==> config.mk <==
export PLATFORM = sky130hd
export DESIGN_NAME = alu_issue_stage_flat
export DESIGN_NICKNAME = d
export VERILOG_FILES = /design/src/rtl/alu_pkg.sv /design/src/rtl/alu_issue_stage_if.sv /design/src/rtl/rv32i_alu_decoder.sv /design/src/rtl/alu_issue_stage.sv /design/src/flat_wrapper.sv
export SDC_FILE = /design/constraint.sdc
export NUM_CORES = 1
export LEC_CHECK = 0
export CAP_MARGIN = 20
export CELL_PAD_IN_SITES_DETAIL_PLACEMENT = 1
export CELL_PAD_IN_SITES_GLOBAL_PLACEMENT = 2
export CORE_ASPECT_RATIO = 0.75
export CORE_MARGIN = 1
export CORE_UTILIZATION = 30
export CTS_BUF_LIST = sky130_fd_sc_hd__clkbuf_16
export DETAILED_ROUTE_END_ITERATION = 6
export GPL_TIMING_DRIVEN = 0
export PLACE_DENSITY = 0.81
export SLEW_MARGIN = 0
export SYNTH_ARGS = -nofsm -noshare
export SYNTH_HDL_FRONTEND = slang
export SYNTH_SLANG_ARGS = --single-unit
==> constraint.sdc <==
create_clock -name clk -period 2.7 [get_ports clk]
set_clock_uncertainty 0.15 [all_clocks]
set_input_delay 0.54 -clock clk [delete_from_list [all_inputs] [get_ports clk]]
set_output_delay 0.54 -clock clk [all_outputs]
set_load 0.02 [all_outputs]
==> src/rtl/alu_pkg.sv <==
// alu_pkg: shared encodings for the ALU issue stage (ALU select, branch, memory op, opcodes, skid states).
package alu_pkg;
    typedef enum logic [2:0] {
        SEL_ADD, SEL_SLL, SEL_SLT, SEL_SLTU, SEL_XOR, SEL_SR, SEL_OR, SEL_AND
    } alu_sel_e;
    typedef enum logic [2:0] {
        BR_NONE, BR_EQ, BR_NE, BR_LT, BR_GE, BR_LTU, BR_GEU, BR_JUMP
    } br_e;
    typedef enum logic [1:0] {MEM_NONE, MEM_LOAD, MEM_STORE} mem_e;
    typedef enum logic [1:0] {EMPTY, FULL1, FULL2} skid_state_e;
    localparam logic [6:0] OPC_OP     = 7'b0110011;
    localparam logic [6:0] OPC_OP_IMM = 7'b0010011;
    localparam logic [6:0] OPC_LUI    = 7'b0110111;
    localparam logic [6:0] OPC_AUIPC  = 7'b0010111;
    localparam logic [6:0] OPC_JAL    = 7'b1101111;
    localparam logic [6:0] OPC_JALR   = 7'b1100111;
    localparam logic [6:0] OPC_BRANCH = 7'b1100011;
    localparam logic [6:0] OPC_LOAD   = 7'b0000011;
    localparam logic [6:0] OPC_STORE  = 7'b0100011;
    typedef struct packed {
        alu_sel_e   sel;
        logic       rotate;
        logic [4:0] rd;
        logic       wb_en;
        br_e        br;
        mem_e       mem;
        logic       illegal;
    } issue_t;
endpackage

==> src/rtl/alu_issue_stage_if.sv <==
// alu_issue_stage_if: upstream (decode request) and downstream (ALU issue) valid/ready bundle.
//   slave  : the issue stage (consumes in_*, produces out_* and the ALU fields)
//   master : the environment around it (upstream producer plus execute consumer)
interface alu_issue_stage_if #(parameter int XLEN = 32);
    logic            in_valid;
    logic            in_ready;
    logic [31:0]     instr;
    logic [XLEN-1:0] pc;
    logic [XLEN-1:0] rs1_data;
    logic [XLEN-1:0] rs2_data;
    logic            out_valid;
    logic            out_ready;
    logic [XLEN-1:0] alu_data1;
    logic [XLEN-1:0] alu_data2;
    logic [2:0]      alu_select;
    logic            alu_rotate;
    logic [4:0]      rd_addr;
    logic            wb_en;
    logic [2:0]      br_type;
    logic [1:0]      mem_op;
    logic            illegal;
    modport slave (
        input  in_valid, instr, pc, rs1_data, rs2_data, out_ready,
        output in_ready, out_valid, alu_data1, alu_data2, alu_select, alu_rotate,
               rd_addr, wb_en, br_type, mem_op, illegal
    );
    modport master (
        output in_valid, instr, pc, rs1_data, rs2_data, out_ready,
        input  in_ready, out_valid, alu_data1, alu_data2, alu_select, alu_rotate,
               rd_addr, wb_en, br_type, mem_op, illegal
    );
endinterface

==> src/rtl/rv32i_alu_decoder.sv <==
// rv32i_alu_decoder: combinational RV32I decode into ALU operands, select/rotate and side-band fields.
//   in : instr, pc, rs1_data, rs2_data
//   out: data1, data2 (ALU operands), fields (select, rotate, rd, wb_en, br, mem, illegal)
module rv32i_alu_decoder
    import alu_pkg::*;
#(
    parameter int XLEN = 32
) (
    input  logic [31:0]     instr,
    input  logic [XLEN-1:0] pc,
    input  logic [XLEN-1:0] rs1_data,
    input  logic [XLEN-1:0] rs2_data,
    output logic [XLEN-1:0] data1,
    output logic [XLEN-1:0] data2,
    output issue_t          fields
);
    logic [6:0]      opc, f7;
    logic [2:0]      f3;
    logic [4:0]      rd;
    logic [XLEN-1:0] imm_i, imm_s, imm_u, neg_rs2, sh_rs2, sh_imm;
    logic            bad, shift;
    logic            unused_rs1_idx;
    assign opc     = instr[6:0];
    assign rd      = instr[11:7];
    assign f3      = instr[14:12];
    assign f7      = instr[31:25];
    assign imm_i   = XLEN'($signed(instr[31:20]));
    assign imm_s   = XLEN'($signed({instr[31:25], instr[11:7]}));
    assign imm_u   = XLEN'($signed({instr[31:12], 12'b0}));
    assign neg_rs2 = ~rs2_data + 1'b1;
    // shift amounts are only 5 bits; upper operand bits are forced to zero
    assign sh_rs2  = {{(XLEN-5){1'b0}}, rs2_data[4:0]};
    assign sh_imm  = {{(XLEN-5){1'b0}}, instr[24:20]};
    assign shift   = f3 == 3'b001 || f3 == 3'b101;
    assign unused_rs1_idx = ^instr[19:15];
    always_comb begin
        data1  = rs1_data;
        data2  = rs2_data;
        fields = '0;
        fields.rd    = rd;
        fields.wb_en = 1'b1;
        bad = 1'b0;
        case (opc)
            OPC_OP: begin
                fields.sel    = alu_sel_e'(f3);
                fields.rotate = f3 == 3'b101 && f7[5];
                bad   = !(f7 == 7'b0 || (f7 == 7'b0100000 && (f3 == 3'b000 || f3 == 3'b101)));
                data2 = shift ? sh_rs2 : (f7[5] ? neg_rs2 : rs2_data);
            end
            OPC_OP_IMM: begin
                fields.sel    = alu_sel_e'(f3);
                fields.rotate = shift && instr[30];
                bad   = shift && f7 != 7'b0 && f7 != 7'b0100000;
                data2 = shift ? sh_imm : imm_i;
            end
            OPC_LUI: begin
                data1 = '0;
                data2 = imm_u;
            end
            OPC_AUIPC: begin
                data1 = pc;
                data2 = imm_u;
            end
            OPC_JAL, OPC_JALR: begin
                data1 = pc;
                data2 = XLEN'(4);
                fields.br = BR_JUMP;
            end
            OPC_BRANCH: begin
                // EQ/NE subtract and test zero; the ordered compares use SLT/SLTU
                fields.rd    = '0;
                fields.wb_en = 1'b0;
                fields.sel   = f3[2] ? (f3[1] ? SEL_SLTU : SEL_SLT) : SEL_ADD;
                fields.br    = f3[2] ? br_e'(f3 - 3'd1) : br_e'(f3 + 3'd1);
                data2 = f3[2] ? rs2_data : neg_rs2;
                bad   = f3[2:1] == 2'b01;
            end
            OPC_LOAD: begin
                data2 = imm_i;
                fields.mem = MEM_LOAD;
            end
            OPC_STORE: begin
                data2 = imm_s;
                fields.mem   = MEM_STORE;
                fields.rd    = '0;
                fields.wb_en = 1'b0;
            end
            default: bad = 1'b1;
        endcase
        fields.wb_en = fields.wb_en && rd != 5'd0;
        if (bad) begin
            data1  = '0;
            data2  = '0;
            fields = '0;
            fields.illegal = 1'b1;
        end
    end
endmodule

==> src/rtl/alu_issue_stage.sv <==
// alu_issue_stage: RV32I decode/issue stage feeding the ALU through a 2-entry skid buffer.
//   clk, resetn : clock, asynchronous active-low reset
//   bus (slave) : in_valid/in_ready + instr/pc/rs1/rs2 upstream;
//                 out_valid/out_ready + ALU operands/select/rotate and side-band downstream
module alu_issue_stage
    import alu_pkg::*;
#(
    parameter int XLEN           = 32,
    parameter bit ILLEGAL_AS_NOP = 1'b1
) (
    input logic              clk,
    input logic              resetn,
    alu_issue_stage_if.slave bus
);
    logic [XLEN-1:0] dec_d1, dec_d2, out_d1, out_d2, sk_d1, sk_d2;
    issue_t          dec_f, out_f, sk_f;
    skid_state_e     state;
    logic            in_ready, out_valid, take, drain;
    rv32i_alu_decoder #(.XLEN(XLEN)) u_dec (
        .instr    (bus.instr),
        .pc       (bus.pc),
        .rs1_data (bus.rs1_data),
        .rs2_data (bus.rs2_data),
        .data1    (dec_d1),
        .data2    (dec_d2),
        .fields   (dec_f)
    );
    // a dropped illegal op is still consumed, it just never enters the buffer
    assign take  = bus.in_valid && in_ready && (ILLEGAL_AS_NOP || !dec_f.illegal);
    assign drain = out_valid && bus.out_ready;
    // in_ready is a flop equal to "skid entry empty", so it never depends on out_ready
    always_ff @(posedge clk or negedge resetn) begin
        if (!resetn) begin
            state     <= EMPTY;
            in_ready  <= 1'b1;
            out_valid <= 1'b0;
            out_d1    <= '0;
            out_d2    <= '0;
            out_f     <= '0;
            sk_d1     <= '0;
            sk_d2     <= '0;
            sk_f      <= '0;
        end else begin
            case (state)
                EMPTY: if (take) begin
                    out_d1    <= dec_d1;
                    out_d2    <= dec_d2;
                    out_f     <= dec_f;
                    out_valid <= 1'b1;
                    state     <= FULL1;
                end
                FULL1: if (take && !drain) begin
                    sk_d1    <= dec_d1;
                    sk_d2    <= dec_d2;
                    sk_f     <= dec_f;
                    in_ready <= 1'b0;
                    state    <= FULL2;
                end else if (take) begin
                    out_d1 <= dec_d1;
                    out_d2 <= dec_d2;
                    out_f  <= dec_f;
                end else if (drain) begin
                    out_valid <= 1'b0;
                    state     <= EMPTY;
                end
                FULL2: if (drain) begin
                    out_d1   <= sk_d1;
                    out_d2   <= sk_d2;
                    out_f    <= sk_f;
                    in_ready <= 1'b1;
                    state    <= FULL1;
                end
                default: state <= EMPTY;
            endcase
        end
    end
    assign bus.in_ready   = in_ready;
    assign bus.out_valid  = out_valid;
    assign bus.alu_data1  = out_d1;
    assign bus.alu_data2  = out_d2;
    assign bus.alu_select = out_f.sel;
    assign bus.alu_rotate = out_f.rotate;
    assign bus.rd_addr    = out_f.rd;
    assign bus.wb_en      = out_f.wb_en;
    assign bus.br_type    = out_f.br;
    assign bus.mem_op     = out_f.mem;
    assign bus.illegal    = out_f.illegal;
endmodule

==> src/flat_wrapper.sv <==
// flat-port wrapper written by rule: the top's interface ports become plain ports
module alu_issue_stage_flat import alu_pkg::*;
#(
    parameter int XLEN           = 32,
    parameter bit ILLEGAL_AS_NOP = 1'b1
)
  (clk, resetn, bus_in_valid, bus_instr, bus_pc, bus_rs1_data, bus_rs2_data, bus_out_ready, bus_in_ready, bus_out_valid, bus_alu_data1, bus_alu_data2, bus_alu_select, bus_alu_rotate, bus_rd_addr, bus_wb_en, bus_br_type, bus_mem_op, bus_illegal);
  alu_issue_stage_if #(.XLEN(XLEN)) bus_i ();
  input logic clk;
  input logic resetn;
  input wire logic [$bits(bus_i.in_valid)-1:0] bus_in_valid;
  input wire logic [$bits(bus_i.instr)-1:0] bus_instr;
  input wire logic [$bits(bus_i.pc)-1:0] bus_pc;
  input wire logic [$bits(bus_i.rs1_data)-1:0] bus_rs1_data;
  input wire logic [$bits(bus_i.rs2_data)-1:0] bus_rs2_data;
  input wire logic [$bits(bus_i.out_ready)-1:0] bus_out_ready;
  output wire logic [$bits(bus_i.in_ready)-1:0] bus_in_ready;
  output wire logic [$bits(bus_i.out_valid)-1:0] bus_out_valid;
  output wire logic [$bits(bus_i.alu_data1)-1:0] bus_alu_data1;
  output wire logic [$bits(bus_i.alu_data2)-1:0] bus_alu_data2;
  output wire logic [$bits(bus_i.alu_select)-1:0] bus_alu_select;
  output wire logic [$bits(bus_i.alu_rotate)-1:0] bus_alu_rotate;
  output wire logic [$bits(bus_i.rd_addr)-1:0] bus_rd_addr;
  output wire logic [$bits(bus_i.wb_en)-1:0] bus_wb_en;
  output wire logic [$bits(bus_i.br_type)-1:0] bus_br_type;
  output wire logic [$bits(bus_i.mem_op)-1:0] bus_mem_op;
  output wire logic [$bits(bus_i.illegal)-1:0] bus_illegal;
  assign bus_i.in_valid = bus_in_valid;
  assign bus_i.instr = bus_instr;
  assign bus_i.pc = bus_pc;
  assign bus_i.rs1_data = bus_rs1_data;
  assign bus_i.rs2_data = bus_rs2_data;
  assign bus_i.out_ready = bus_out_ready;
  assign bus_in_ready = bus_i.in_ready;
  assign bus_out_valid = bus_i.out_valid;
  assign bus_alu_data1 = bus_i.alu_data1;
  assign bus_alu_data2 = bus_i.alu_data2;
  assign bus_alu_select = bus_i.alu_select;
  assign bus_alu_rotate = bus_i.alu_rotate;
  assign bus_rd_addr = bus_i.rd_addr;
  assign bus_wb_en = bus_i.wb_en;
  assign bus_br_type = bus_i.br_type;
  assign bus_mem_op = bus_i.mem_op;
  assign bus_illegal = bus_i.illegal;
  alu_issue_stage #(.XLEN(XLEN), .ILLEGAL_AS_NOP(ILLEGAL_AS_NOP)) u_core (.clk(clk), .resetn(resetn), .bus(bus_i));
endmodule
Word-level counts from Yosys, hierarchy flattened
Cells that the tools add are included.
Widths: inputs -> output; s select.
- output and inout bits: 82
- bits of input ports: 132
- flip-flop bits (word level): 164
- word-level logic and storage cells: 126
- bitwise logic cells: 1
- equal/unequal tests: 24
- reduce and logical (&&, ||, !) cells: 33
- add/sub/neg operators: 3
- muxes and demuxes: 44
- operator list (operator ; count):
    $mux 32 ; 12
    $pmux 32 s7 ; 1
    $pmux 32 s3 ; 2
    $mux 16 ; 4
    $pmux 32 s2 ; 1
    $pmux 16 s3 ; 1
    $add 32x1->32 const B ; 1
    $not 32->32 ; 1
    $eq 7x6->1 const B ; 4
    $eq 7x7->1 const B ; 3
    $eq 7x5->1 const B ; 2
    $mux 2 ; 6
    $pmux 3 s2 ; 2
    $logic_and 1x1->1 ; 9
    $ne 2x1->1 const B ; 4
    $reduce_or 2->1 ; 4
    $eq 7x2->1 const B ; 1
    $logic_not 7->1 ; 1
    $mux 1 ; 7
    $ne 7x6->1 const B ; 1
    $reduce_bool 7->1 ; 1
    $mux 6 ; 1
    $pmux 1 s2 ; 3
    $pmux 2 s3 ; 1
    25 further kinds ; 32

Logic depth before layout (Yosys ltp)
Gate-level depths: netlist of the first run.
- depth after elaboration: 10
- gate-level depth with buffers: 10
- mapped depth without buffers: 8

Modules after synthesis
A second synthesis of the first run with hierarchy kept.
- cell total of the unflattened synthesis: 840
- area, all modules: 9469.1 um^2
- by module, submodules not included (module ; seq. area each (um^2) ; cells an instance ; instances ; area an instance (um^2)):
    alu_issue_stage ; 4105.2 ; 448 ; 1 ; 7163.1
    rv32i_alu_decoder ; 0.0 ; 392 ; 1 ; 2306.0

Least setup slack after synthesis of the first run
No wires, ideal clock.
- kind: in2reg
- start point: in bus_instr[13]
- end point: reg u_core.out_d2[30] (netlist: u_core.bus.alu_data2[30])
- required time: 2468 ps
- setup time: 82 ps
- buffers on the path: 1
- stages on the path: 9
- data arrival time: 2484 ps
- path slack: -16 ps
- cells stage by stage: inv_1 > ha_1 > or4b_1 > or2_2 > o21ai_2 > buf_2 > a21oi_1 > o211a_1 > o22ai_1
- word-level cells in the longest chain between the ends: 10
- elaborated cells on any way between the ends: 19
- those cells by class: eq/ne (3); mux (8); reduce/logical (8)
- ends and longest elaborated chain (element ; RTL line ; text):
    start, declared ; flat_wrapper.sv:12 ; input wire logic [$bits(bus_i.instr)-1:0] bus_instr;
    $eq 3x3->1 / $logic_not 3->1 (equally long branches) ; rv32i_alu_decoder.sv:34, rv32i_alu_decoder.sv:47 ;
    $logic_or 1x1->1 ; rv32i_alu_decoder.sv:47 ; bad = !(f7 == 7'b0 || (f7 == 7'b0100000 && (f3 == 3'b000 || f3 == 3'b101)));
    $logic_and 1x1->1 ; rv32i_alu_decoder.sv:47 ;
    $logic_or 1x1->1 ; rv32i_alu_decoder.sv:47 ;
    $logic_not 1->1 ; rv32i_alu_decoder.sv:47 ;
    $pmux 1 s4 ; rv32i_alu_decoder.sv:43 ; case (opc)
    $mux 32 (*) ; rv32i_alu_decoder.sv:91 ; if (bad) begin
    $mux 32 (*) ; alu_issue_stage.sv:45, alu_issue_stage.sv:58 ;
    $mux 32 ; alu_issue_stage.sv:52 ; FULL1: if (take && !drain) begin
    $pmux 32 s3 (*) ; alu_issue_stage.sv:44 ; case (state)
    end signal, assigned ; alu_issue_stage.sv:68 ; out_d2 <= sk_d2;
    end, declared ; alu_issue_stage.sv:15 ; logic [XLEN-1:0] dec_d1, dec_d2, out_d1, out_d2, sk_d1, sk_d2;
Every way passes the cells marked *; elsewhere a longest branch is shown, timed or not. The select of a mux whose other input is x is not followed.
A chain may end at the register's enable or synchronous reset.

Worst setup path after layout of the first run
- start point: in bus_instr[25]
- end point: reg u_core.sk_d2[19]
- word-level cells in the longest chain between the ends: 6
- elaborated cells on any way between the ends: 11
- those cells by class: eq/ne (2); mux (2); reduce/logical (7)
- ends and longest elaborated chain (element ; RTL line ; text):
    $eq 7x6->1 ; rv32i_alu_decoder.sv:47 ;
    $logic_and 1x1->1 ; rv32i_alu_decoder.sv:47 ;
    $logic_or 1x1->1 ; rv32i_alu_decoder.sv:47 ;
    $logic_not 1->1 ; rv32i_alu_decoder.sv:47 ;
    $pmux 1 s4 (*) ; rv32i_alu_decoder.sv:43 ;
    $mux 32 (*) ; rv32i_alu_decoder.sv:91 ;
    end signal, assigned ; alu_issue_stage.sv:41 ; sk_d2 <= '0;
    end signal, assigned ; alu_issue_stage.sv:54 ; sk_d2 <= dec_d2;
    end, declared ; alu_issue_stage.sv:15 ;
Every way passes the cells marked *; elsewhere a longest branch is shown, timed or not.

==> summary.txt, run 1 <==
Power
  – Total power: 5.543 mW
  – Max VDD drop: between 400 and 500 uV
  – Leak: 5.393 nW
  – Pwr dens: 421.7 nW/um2

Synth
  – Synth Area in Simple Gates: 17.52%
  – Post-synthesis compound-gate area fraction: 30.38%
  – Yosys top cell area share: 45.91%
  – Post-Synth XOR/XNOR Area: 0.6900%
  – Multiplexer share of the synthesized area: less than 1%
  – Synth async-reset ratio: 100.0%
  – Most instantiated cells after synthesis: dfrtp_1 (163), nand2_1 (152), nor2_1 (83)
  – Sequential area share after synthesis: 46.20%
  – Top FF cell, synth: dfrtp_1
  – Synth cell types: 72
  – Cells after Synth: about 1000
  – Number of synthesized flops with an enable pin: 0
  – Post-Syn Nets: around 1100
  – Largest family of logic cells by synthesized area: compound AO/OA/AOI/OAI gates
  – Area leader, netlist: dfrtp_1
  – Mean post-synth cell area: 8.938 um2
  – Mapped Area: 8885 um2
  – Dominant cells by area after synthesis: dfrtp_1 (46%), nand2_1 (6.4%), o31ai_1 (4.2%)
  – Synthesized-area fraction occupied by adder cells: 0.7041%
  – Synth warn: 0
  – Most common cell in the netlist: dfrtp_1
  – #FFs+latches synth: 164

Min path
  – Hold path start: bus_instr[4]
  – Hold Path Class: in2reg

Setup path
  – Crit path kind: in2reg
  – Startpoint Class: primary input
  – CP peak stage delay: 0.60 ns
  – Reg2reg start: u_core.state[0]$_DFFE_PN0P_
  – Critical path required time: 2.93 ns
  – Worst setup path start: bus_instr[25]
  – Critical Path Fanout Max: 10
  – Flop-to-flop setup slack: 0.20 ns
  – Critical Path AT: 2.88 ns
  – Cell Chain, Critical Path: dlygate4sd2_1 > or4_4 > o2111ai_4 > o21ai_4 > a211o_4 > or2_1 > buf_4 > buf_6 > o21ai_1
  – Slowest stage cell, crit path: or4_4
  – Crit path capture type: flop

CTS
  – TritonCTS Buffers: 17
  – Clock-pin slew on the worst setup and hold paths: about 0.070 ns
  – Root buffer cell: clkbuf_16
  – # H-tree levels: 4
  – Clk buf depth: 2
  – CTS tree: yes
  – Clock latency at the later pin of the worst-skew pair: 0.46 ns
  – CTS sink cnt: roughly 160

Layout
  – Layout cells sized above 1: about 17%
  – Post-layout instance area: 13150 um2
  – Ant. Diodes: 0
  – Area growth, synth to finish: 47.97%
  – Final net count: 1394
  – Final Instance Count excl. Fillers: 1662
  – Final Util: a little under half

Routing
  – Final wirelength: 38.30 mm
  – Per-cell routed wire length: 23.05 um
  – Vias: 9314
  – First-pass iteration count of the detailed router: 5
  – DRC errors left: 0
  – Initial DRC count: about 580
  – DR vias/cell: 5.604
  – Antenna Nets Post-Route: 0

STA
  – WHS: 0.3297 ns
  – Final hold vios: 0
  – Clock period minus worst slack: between 2 and 3 ns
  – Slew headroom: between 40 and 50%
  – Slew at the pin closest to its max-slew limit: ~0.77 ns
  – Worst Slack Setup Final: 0.05327 ns
  – Highest Clock Rate: 377.8 MHz
  – Final period util: 98.03%
  – Max Slew Vio Count: 0
  – RSZ-0062 raised after global routing: true
  – Setup_tns: 0 ns
  – Final setup fails: 0

Place
  – Dpl cells: 1600
  – Number of buffers added on ports: 211
  – Routability cong.: roughly 0.90
  – Post-DP HPWL: 28.56 mm
  – Place WS: -1.459 ns
  – Placed Area: 11540 um2

Die
  – Initial Utilization: 30.51%
  – Row count: 54
  – CORE AREA: 29120 um2
  – Chip height: 151.0 um
  – Ports: 214
  – Die width: 200.7 um
  – Die area: 30320 um2

GRT
  – Grt ovf: 0
  – GRT Total Usage: roughly 26%
  – Largest net degree at the start of global routing: ~110
  – Antenna violations before repair: 0
  – Vias in the first global route: 9649
  – First-pass GRT wire length: 58.93 mm

Run
  – Max-capacitance violation count: 0

Status
  – Status: finished clean
## kinds of logic (layout without fill, tap and decap cells)
logic type / after synthesis / in the layout
flops: 164 / 164
xor+xnor: 7 / 7
simple gates: 340 / 340
mux: 1 / 1
buf+inv: 96 / 372
fa+ha+maj: 5 / 5
compound gates: 381 / 381
## path summary, 6_finish.rpt
| kind | cells past startpoint | to |
|---|---|---|
| setup / recovery | 9 | u_core.sk_d2[19]$_DFFE_PN0P_ |
| hold / removal | 2 | u_core.sk_f[1]$_DFFE_PN0P_ |
| setup reg to reg | 6 | u_core.bus.rd_addr[2]$_DFFE_PN0P_ |
| hold reg to reg | 2 | u_core.sk_f[14]$_DFFE_PN0P_ |
| max in group asynchronous | 3 | u_core.bus.alu_data2[16]$_DFFE_PN0P_ |
| min in group asynchronous | 2 | u_core.bus.alu_data1[13]$_DFFE_PN0P_ |
## timing repair
action                                 CTS  global route
pin swaps                               20            11
setup buffers                           20            13
setup endpoints to repair              160           133
hold buffers                             1             0
endpoints found under the hold margin   60             0
gates cloned                             0             0
resized for setup                      156            51
## placed cells by master (no fill, tap or decap), types with 10 or more instances in the layout
cell type	count
dfrtp_1	163
dlygate4sd2_1	12
inv_1	14
clkbuf_2	20
nor2_1	77
nand2b_1	12
a21o_1	12
nor3_1	17
o21a_1	36
o31ai_1	41
buf_4	40
clkbuf_1	26
a21oi_1	56
o311ai_1	25
clkbuf_16	17
buf_2	10
a221oi_1	14
nand2_1	148
clkdlybuf4s50_1	190
o21ai_0	43
o22ai_1	18
a22oi_1	36
## critical path, delay by kind of cell
kind	cells	cell delay, ns
AO/OA/AOI/OAI	4	0.84
buffers and inverters	3	0.63
AND/OR/NAND/NOR	2	0.86
## power breakdown
| part | leakage (nW) | switching [mW] | internal, mW |
|---|---|---|---|
| Sequential | 2.28 | 0 | 2.45 |
| Combinational | 2.82 | 0.316 | 0.257 |
| Clock | 0.291 | 1.26 | 1.25 |
| Total | 5.39 | 1.58 | 3.96 |
## sequential cells by signal (all words and copies together) (netlist names), 3 cells and up
name,flops
u_core.bus.rd_addr,5
u_core.bus.alu_data1,32
u_core.bus.alu_data2,32
u_core.bus.alu_select,3
u_core.sk_f,16
u_core.bus.br_type,3
u_core.sk_d1,32
u_core.sk_d2,32
## final cells by class
cell class / count / area (um2)
inverters: 15 / 56.30
clock inverters: 15 / 182.7
well taps: 392 / 490.5
clock buffers: 17 / 425.4
multi-input cells: 734 / 5017
repair buffers: 248 / 2427
fillers: 3282 / 15970
plain buffers: 77 / 441.7
flip-flops and latches: 164 / 4105
## routing by layer
metal	routed length, um	track usage, %	vias to the layer above
met5	0	0	-
met4	543	5.992	0
met3	2591	6.454	36
met2	16410	37.81	302
met1	18760	37.43	4727
li1	-	-	4249
(Power assumes the default switching activity.)
==> run 2: changes to the inputs <==
--- a/config.mk
+++ b/config.mk
@@ -9,7 +9,6 @@
 export CELL_PAD_IN_SITES_DETAIL_PLACEMENT = 1
 export CELL_PAD_IN_SITES_GLOBAL_PLACEMENT = 2
 export CORE_ASPECT_RATIO = 0.75
-export CORE_MARGIN = 1
 export CORE_UTILIZATION = 30
 export CTS_BUF_LIST = sky130_fd_sc_hd__clkbuf_16
 export DETAILED_ROUTE_END_ITERATION = 6
==> results of run 2 <==
No change in the layout: final DEF, timing and power equal those of run 1.
